===== config.mk =====
export PLATFORM = sky130hd
export DESIGN_NAME = nec_ir_tx_flat
export DESIGN_NICKNAME = d
export VERILOG_FILES = /design/src/rtl/nec_ir_tx_if.sv /design/src/rtl/nec_ir_tx.sv /design/src/flat_wrapper.sv
export SDC_FILE = /design/constraint.sdc
export NUM_CORES = 1
export LEC_CHECK = 0
export CAP_MARGIN = 30
export CORE_ASPECT_RATIO = 1.4
export CORE_UTILIZATION = 40
export CTS_BUF_LIST = sky130_fd_sc_hd__clkbuf_8
export DETAILED_ROUTE_END_ITERATION = 10
export PLACE_DENSITY_LB_ADDON = 0.2
export SETUP_SLACK_MARGIN = 0.2
export SLEW_MARGIN = 15
export SYNTH_ARGS = -nofsm -noshare
export SYNTH_HDL_FRONTEND = slang
export SYNTH_SLANG_ARGS = --single-unit

===== constraint.sdc =====
create_clock -name clk -period 3 [get_ports clk]
set_input_delay 0.6 -clock clk [delete_from_list [all_inputs] [get_ports clk]]
set_output_delay 0.6 -clock clk [all_outputs]
set_load 0.03 [all_outputs]

===== src/rtl/nec_ir_tx_if.sv =====
// Start/frame handshake and IR outputs of the NEC transmitter, grouped for port connection.
// master drives the request side; slave is the transmitter.
interface nec_ir_tx_if;
  logic        Start;
  logic [31:0] DataIn;
  logic        Busy;
  logic        Done;
  logic        IrOut;
  logic        IrLed;

  modport master (output Start, DataIn, input Busy, Done, IrOut, IrLed);
  modport slave  (input Start, DataIn, output Busy, Done, IrOut, IrLed);
endinterface


===== src/rtl/nec_ir_tx.sv =====
// NEC infrared frame transmitter: leader, 32 pulse-distance bits LSB-first, stop mark, gap.
// Define NEC_TX_CARRIER_EN to carrier-modulate IrLed during marks; otherwise IrLed = ~IrOut.
module nec_ir_tx #(
  parameter int unsigned LEAD_LOW     = 450000,
  parameter int unsigned LEAD_HIGH    = 225000,
  parameter int unsigned BIT_LOW      = 28000,
  parameter int unsigned ZERO_HIGH    = 28000,
  parameter int unsigned ONE_HIGH     = 84500,
  parameter int unsigned GAP          = 2000000,
  parameter int unsigned CARRIER_HALF = 658
) (
  input  logic         clk,
  input  logic         Reset,
  nec_ir_tx_if.slave   bus
);

  typedef enum logic [2:0] {
    S_IDLE   = 3'd0,
    S_LEAD_L = 3'd1,
    S_LEAD_H = 3'd2,
    S_BIT_L  = 3'd3,
    S_BIT_H  = 3'd4,
    S_STOP_L = 3'd5,
    S_GAP    = 3'd6
  } state_t;

  typedef logic [20:0] cnt_t;

  if (LEAD_LOW < 1 || LEAD_HIGH < 1 || BIT_LOW < 1 || ZERO_HIGH < 1 ||
      ONE_HIGH < 1 || GAP < 1 || CARRIER_HALF < 1 || GAP > 2097152) begin : g_bad_param
    $error("nec_ir_tx: durations must be 1..2^21 cycles");
  end

  state_t      state_q, state_d;
  cnt_t        cnt_q, cnt_d;
  logic [31:0] shift_q, shift_d;
  logic [4:0]  idx_q, idx_d;
  logic        ir_out_q, ir_out_d;
  logic        led_q, led_d;
  logic        busy_q, busy_d;
  logic        done_q, done_d;
  logic        mark_d;
  logic        cnt_end;

  always_ff @(posedge clk or negedge Reset) begin
    if (!Reset) begin
      state_q  <= S_IDLE;
      cnt_q    <= '0;
      shift_q  <= '0;
      idx_q    <= '0;
      ir_out_q <= 1'b1;
      led_q    <= 1'b0;
      busy_q   <= 1'b0;
      done_q   <= 1'b0;
    end else begin
      state_q  <= state_d;
      cnt_q    <= cnt_d;
      shift_q  <= shift_d;
      idx_q    <= idx_d;
      ir_out_q <= ir_out_d;
      led_q    <= led_d;
      busy_q   <= busy_d;
      done_q   <= done_d;
    end
  end

  // Each state loads N-1 on entry and leaves when the counter reaches 0: exactly N cycles.
  always_comb begin
    state_d = state_q;
    cnt_d   = cnt_q;
    shift_d = shift_q;
    idx_d   = idx_q;
    cnt_end = (cnt_q == '0);

    case (state_q)
      S_IDLE: begin
        if (bus.Start) begin
          state_d = S_LEAD_L;
          cnt_d   = cnt_t'(LEAD_LOW - 1);
          shift_d = bus.DataIn;
          idx_d   = '0;
        end
      end
      S_LEAD_L: begin
        if (cnt_end) begin
          state_d = S_LEAD_H;
          cnt_d   = cnt_t'(LEAD_HIGH - 1);
        end else begin
          cnt_d = cnt_q - 1'b1;
        end
      end
      S_LEAD_H: begin
        if (cnt_end) begin
          state_d = S_BIT_L;
          cnt_d   = cnt_t'(BIT_LOW - 1);
        end else begin
          cnt_d = cnt_q - 1'b1;
        end
      end
      S_BIT_L: begin
        if (cnt_end) begin
          state_d = S_BIT_H;
          cnt_d   = shift_q[0] ? cnt_t'(ONE_HIGH - 1) : cnt_t'(ZERO_HIGH - 1);
        end else begin
          cnt_d = cnt_q - 1'b1;
        end
      end
      S_BIT_H: begin
        if (cnt_end) begin
          shift_d = shift_q >> 1;
          cnt_d   = cnt_t'(BIT_LOW - 1);
          if (idx_q == 5'd31) begin
            state_d = S_STOP_L;
          end else begin
            state_d = S_BIT_L;
            idx_d   = idx_q + 1'b1;
          end
        end else begin
          cnt_d = cnt_q - 1'b1;
        end
      end
      S_STOP_L: begin
        if (cnt_end) begin
          state_d = S_GAP;
          cnt_d   = cnt_t'(GAP - 1);
        end else begin
          cnt_d = cnt_q - 1'b1;
        end
      end
      S_GAP: begin
        if (cnt_end) begin
          state_d = S_IDLE;
          cnt_d   = '0;
        end else begin
          cnt_d = cnt_q - 1'b1;
        end
      end
      default: begin
        state_d = S_IDLE;
        cnt_d   = '0;
      end
    endcase

    // Outputs are decoded from the next state so they change on the same edge as the state.
    mark_d   = (state_d == S_LEAD_L) || (state_d == S_BIT_L) || (state_d == S_STOP_L);
    ir_out_d = ~mark_d;
    busy_d   = (state_d != S_IDLE);
    done_d   = (state_q == S_GAP) && (state_d == S_IDLE);
  end

`ifdef NEC_TX_CARRIER_EN
  localparam int unsigned PW = $clog2(CARRIER_HALF + 1);
  typedef logic [PW-1:0] ph_t;

  ph_t  ph_q, ph_d;
  logic mark_entry;

  always_ff @(posedge clk or negedge Reset) begin
    if (!Reset) ph_q <= '0;
    else        ph_q <= ph_d;
  end

  // Marks are never adjacent, so any state change into a mark restarts the carrier phase.
  always_comb begin
    mark_entry = mark_d && (state_d != state_q);
    led_d      = 1'b0;
    ph_d       = '0;
    if (mark_entry) begin
      led_d = 1'b1;
      ph_d  = ph_t'(CARRIER_HALF - 1);
    end else if (mark_d) begin
      if (ph_q == '0) begin
        led_d = ~led_q;
        ph_d  = ph_t'(CARRIER_HALF - 1);
      end else begin
        led_d = led_q;
        ph_d  = ph_q - 1'b1;
      end
    end
  end
`else
  always_comb begin
    led_d = mark_d;
  end
`endif

  assign bus.Busy  = busy_q;
  assign bus.Done  = done_q;
  assign bus.IrOut = ir_out_q;
  assign bus.IrLed = led_q;

endmodule

===== src/flat_wrapper.sv =====
// flat-port wrapper written by rule: the top's interface ports become plain ports
module nec_ir_tx_flat 
#(
  parameter int unsigned LEAD_LOW     = 450000,
  parameter int unsigned LEAD_HIGH    = 225000,
  parameter int unsigned BIT_LOW      = 28000,
  parameter int unsigned ZERO_HIGH    = 28000,
  parameter int unsigned ONE_HIGH     = 84500,
  parameter int unsigned GAP          = 2000000,
  parameter int unsigned CARRIER_HALF = 658
)
  (clk, Reset, bus_Start, bus_DataIn, bus_Busy, bus_Done, bus_IrOut, bus_IrLed);
  nec_ir_tx_if bus_i ();
  input  logic clk;
  input  logic Reset;
  input wire logic [$bits(bus_i.Start)-1:0] bus_Start;
  input wire logic [$bits(bus_i.DataIn)-1:0] bus_DataIn;
  output wire logic [$bits(bus_i.Busy)-1:0] bus_Busy;
  output wire logic [$bits(bus_i.Done)-1:0] bus_Done;
  output wire logic [$bits(bus_i.IrOut)-1:0] bus_IrOut;
  output wire logic [$bits(bus_i.IrLed)-1:0] bus_IrLed;
  assign bus_i.Start = bus_Start;
  assign bus_i.DataIn = bus_DataIn;
  assign bus_Busy = bus_i.Busy;
  assign bus_Done = bus_i.Done;
  assign bus_IrOut = bus_i.IrOut;
  assign bus_IrLed = bus_i.IrLed;
  nec_ir_tx #(.LEAD_LOW(LEAD_LOW), .LEAD_HIGH(LEAD_HIGH), .BIT_LOW(BIT_LOW), .ZERO_HIGH(ZERO_HIGH), .ONE_HIGH(ONE_HIGH), .GAP(GAP), .CARRIER_HALF(CARRIER_HALF)) u_core (.clk(clk), .Reset(Reset), .bus(bus_i));
endmodule

# ---- After elaboration in Yosys (flattened, before gate mapping)
# Index checks and enable logic that the tools add are counted.
dict set report totals {
  regBits 65
  latch_bits 0
  ram_bits 0
  mem_bits_ro 0
  output_inout_bits 4
  word_cells 59
  mem_count 0
}
dict set report op_classes {
  add_sub_neg 2
  n_mul 0
  div 0
  magnitude_cmp 0
  eq_ne 13
  n_shift 0
  n_mux 24
  bitwise_logic 1
  reduce_logical 11
}
# op n
set ops {}
lappend ops {{$mux 21} 6}
lappend ops {{$pmux 21 s6} 1}
lappend ops {{$mux 32} 2}
lappend ops {{$pmux 32 s2} 1}
lappend ops {{$mux 3} 8}
lappend ops {{$logic_not 21->1} 1}
lappend ops {{$pmux 3 s7} 1}
lappend ops {{$sub 21x1->21 const B} 1}
lappend ops {{$mux 17} 1}
lappend ops {{$mux 5} 3}
lappend ops {{$eq 3x3->1 const B} 4}
lappend ops {{$pmux 5 s2} 1}
lappend ops {{$eq 3x2->1 const B} 3}
lappend ops {{$eq 3x1->1 const B} 2}
lappend ops {{$logic_not 3->1} 2}
lappend ops {{$add 5x1->5 const B} 1}
lappend ops {{$eq 5x5->1 const B} 1}
lappend ops {{$ne 2x2->1 const B} 2}
lappend ops {{$reduce_and 4->1} 1}
lappend ops {{$reduce_and 3->1} 1}
lappend ops {{$reduce_bool 3->1} 1}
lappend ops {{$logic_or 1x1->1} 2}
lappend ops {{$ne 2x1->1 const B} 1}
lappend ops {{$reduce_bool 2->1} 1}
lappend ops {{other kinds (3)} 3}

# ---- Logic depth before layout (Yosys ltp)
dict set report depth {
  word_depth 8
  mapped_depth 10
  ltp_nobuf 8
}

# ---- Worst setup path after synthesis
# OpenSTA, ideal clock, no wires.
dict set report synth_timing {
  kind {reg2reg}
  from {register u_core.cnt_q[9]}
  to {register u_core.cnt_q[19]}
  setup_ns 0.121
  arrival_time_ns 2.109
  required_time_ns 2.879
  setup_slack_ns 0.770
  stages_incl_launch_ff 9
  path_buffers 2
  period_less_slack_ns 2.230
  cell_sequence {dfrtp_1 -> or3_1 -> buf_2 -> and4b_1 -> buf_4 -> nand2_2 -> or4_1 -> a21o_1 -> a22o_1}
}
dict set report synth_between {
  elab_chain_len 3
}
# item line
set synth_lines {}
lappend synth_lines {{start, declared} nec_ir_tx.sv:35} ;# cnt_t cnt_q, cnt_d;
lappend synth_lines {{start signal, assigned} nec_ir_tx.sv:57} ;# cnt_q <= cnt_d;
lappend synth_lines {{$sub 21x1->21 / $logic_not 21->1 (equally long branches)} n/a}
lappend synth_lines {{$mux 21 (on tied branches)} n/a}
lappend synth_lines {{$pmux 21 s6 (*)} nec_ir_tx.sv:75} ;# case (state_q)
# Every way passes the cells marked *; elsewhere a longest branch is shown, timed or not.
# A chain may end at the register's enable or synchronous reset.

# ---- Worst setup path after layout
dict set report layout_timing {
  from {register u_core.cnt_q[0]}
  to {register u_core.cnt_q[19]}
}
# Same word-level chain as after synthesis.

==> results.sh <==
export IMPL_use_met1_pct=27.2
export IMPL_netlist_top_cells_area="dfrtp_1 (44%), o21ai_0 (8.9%), mux2i_1 (8.8%), nand2_1 (5.7%), nor2_1 (3.2%)"
export IMPL_synth_seq_cells=65
export IMPL_async_flop_share_pct=100
export IMPL_core_um2=8710
export IMPL_maxSlewHeadroom_pct=50.8
export IMPL_clk_pin_slew_worst_paths_ns=0.08
export IMPL_wl_per_cell_um=17.1
export IMPL_vias=3222
export IMPL_grt_usage_pct=22.7
export IMPL_tightest_slew_ns=0.732
export IMPL_worstSetupPathType="reg2reg"
export IMPL_antenna_found_initial=0
export IMPL_met2_usage_pct=37.7
export IMPL_syn_inst=410
export IMPL_finalInstanceArea_um2=4440
export IMPL_synth_edf_count=0
export IMPL_ys_types=57
export IMPL_p_sw_uw=699
export IMPL_rrSetupSlack_ns=0.39
export IMPL_cp_end_kind="flip-flop"
export IMPL_utilization_pct=51.0
export IMPL_dieArea_um2=9480
export IMPL_firstDrtPassIters=5
export IMPL_vias_per_cell=5.77
export IMPL_critPathBufInv=1
export IMPL_grt_pass1_wl_mm=16.1
export IMPL_min_period_over_period_pct=86.8
export IMPL_post_cts_buffers=0
export IMPL_cap_viol_max_count=0
export IMPL_grt_max_degree=64
export IMPL_synth_top_cells_by_count="o21ai_0 (65), dfrtp_1 (64), nand2_1 (55)"
export IMPL_tns_ns=0
export IMPL_fmax_mhz=384
export IMPL_port_buffers=38
export IMPL_drc=0
export IMPL_clock_path_buffers=2
export IMPL_slowest_stage="dfrtp_1"
export IMPL_cts_hold_buf=0
export IMPL_cts_buffers=9
export IMPL_grt_busiest_layer="met2"
export IMPL_ir_worst_vdd_mv=0.299
export IMPL_nNetsFinal=488
export IMPL_hold_path_class="in2async"
export IMPL_finalHoldViolations=0
export IMPL_pin_count=39
export IMPL_synth_top_cell_area_share_pct=44.0
export IMPL_diodes=0
export IMPL_fin_skew_ns=0.00995
export IMPL_leakagePower_nw=2.11
export IMPL_cts_tree="done"
export IMPL_cp_max_fo=9
export IMPL_syn_nets=449
export IMPL_hold_ws_ns=0.261
export IMPL_slowest_delay_ns=0.45
export IMPL_fillers=853
export IMPL_syn_area_um2=3640
export IMPL_yosysWarnings=0
export IMPL_cts_resized=0
export IMPL_postPlaceCellArea_um2=4210
export IMPL_area_growth_syn_to_layout_pct=22.1
export IMPL_place_hpwl_mm=6.90
export IMPL_critPathLaunchType="flip-flop"
export IMPL_root_buffer="clkbuf_8"
export IMPL_met3_usage_pct=4.37
export IMPL_p_clk_share_pct=35.7
export IMPL_ys_seq_area_share_pct=44.8
export IMPL_start_util_pct=41.8
export IMPL_r2r_start="u_core.cnt_q[0]"
export IMPL_rows=40
export IMPL_h_tree_depth=3
export IMPL_status="completed"
export IMPL_period_minus_slack_ns=2.61
export IMPL_antenna_left=0
export IMPL_synth_area_leader_cell="dfrtp_1"
export IMPL_place_ws_ns=0.448
export IMPL_post_synth_top_count_cell="o21ai_0"
export IMPL_rsz0062_at_grt="false"
export IMPL_intPower_mw=1.73
export IMPL_combPwrFrac_pct=18.1
export IMPL_die_w_um=82.6
export IMPL_syn_area_per_cell_um2=8.87
export IMPL_drive_gt1_share_pct=9.05
export IMPL_drtIter0Drc=250
export IMPL_drv_slew=0
export IMPL_rr_worst_depth=8
export IMPL_place_congestion=0.960
export IMPL_cts_sinks=65
export IMPL_setup_viol=0
export IMPL_synth_flop_cell="dfrtp_1"
export IMPL_cp_arrival_ns=2.86
export IMPL_path_cells="inv_1, ha_1, nor4b_2, and2_1, nand2_1, o221a_2, a21o_1, a22o_1"
export IMPL_clkLatencyLatePin_ns=0.36
export IMPL_setup_ws_ns=0.395
export IMPL_p_seq_share_pct=46.2
export IMPL_die_height_um=115
export IMPL_worstPathRequired_ns=3.26
export IMPL_wl_mm=9.53
export IMPL_power_density_nw_per_um2=548
export IMPL_r2r_end="u_core.cnt_q[19]"
export IMPL_grt_ovfl_total=0
export IMPL_swShare_pct=28.7
export IMPL_grt_pass1_vias=3279
export IMPL_worst_path_dominant_cell_family="simple AND/OR/NAND/NOR gates"
==> power by group through the flow <==
stage	registers, mW	clock network, mW	logic (mW)
floorplan	1.10	0	0.300
global placement	1.13	0	0.432
detailed placement	1.14	0	0.444
CTS	1.12	0.887	0.446
global route	1.14	0.921	0.506
finish	1.12	0.868	0.441
==> worst register-to-register path, stage by stage (launching register included) <==
cell and delay (ns):
dfrtp_1 0.45, inv_1 0.11, ha_1 0.17, nor4b_2 0.43, and2_1 0.32, nand2_1 0.27
o221a_2 0.41, a21o_1 0.17, a22o_1 0.17
==> stage by stage <==
stage | cells | power [mW]
final | 558 | 2.43
after global routing | 558 | 2.57
after CTS | 558 | 2.46
after detailed placement | 543 | 1.58
after global placement | 543 | 1.57
after floorplan | 410 | 1.40
==> cell usage in the layout, fill, tap and decap left out, drive strengths merged, types with 5 or more instances in the layout <==
cell type,n
o21ai,65
dfrtp,64
nand2,56
clkdlybuf4s50,37
mux2i,32
nor2,31
buf,17
a21oi,15
nor3,14
clkbuf,11
nand3,8
a31oi,8
or3,6
inv,5
nor4,5
nand2b,5
a21o,5
==> sequential cells by signal, summed over array words and instances, names as in the netlist <==
name              count
u_core.bus.Busy       1
u_core.bus.IrLed      1
u_core.bus.Done       1
u_core.shift_q       32
u_core.state_q        3
u_core.idx_q          5
u_core.bus.IrOut      1
u_core.cnt_q         21
==> layer usage <==
metal | up-vias | part of all wire (%)
li1 | 1569 | -
met1 | 1521 | 42
met2 | 104 | 50
met3 | 28 | 4.4
met4 | 0 | 3.8
met5 | - | 0
==> area by class of cell <==
class | instances | area (µm²) | share of cell area (%)
timing repair buffer | 54 | 533 | 12.0
inverter | 6 | 22.5 | 0.507
clock inverter | 4 | 76.3 | 1.72
multi-input combinational | 313 | 1900 | 42.7
tap | 105 | 131 | 2.96
clock buffer | 11 | 151 | 3.41
sequential | 65 | 1630 | 36.7
==> worst max path at each step <==
stage / from / to / slack [ns] / depth (start not counted)
after floorplan: u_core.cnt_q[9] / u_core.cnt_q[19] / 0.77 / 8
after global placement: u_core.cnt_q[0] / u_core.cnt_q[19] / 0.50 / 8
after detailed placement: u_core.cnt_q[0] / u_core.cnt_q[19] / 0.45 / 8
after CTS: u_core.cnt_q[0] / u_core.cnt_q[19] / 0.42 / 8
after global routing: u_core.cnt_q[0] / u_core.cnt_q[19] / 0.21 / 8
final: u_core.cnt_q[0] / u_core.cnt_q[19] / 0.39 / 8
==> cells by family (layout without fill, tap and decap cells) <==
group	Yosys count	in the layout	synth area share [%]
buf+inv	32	75	3.47
compound gates	127	127	21.1
mux	33	33	9.12
fa+ha+maj	4	4	1.38
flops	65	65	44.8
xor+xnor	4	4	0.963
simple gates	145	145	19.2
Power figures use the tool's default switching activity.
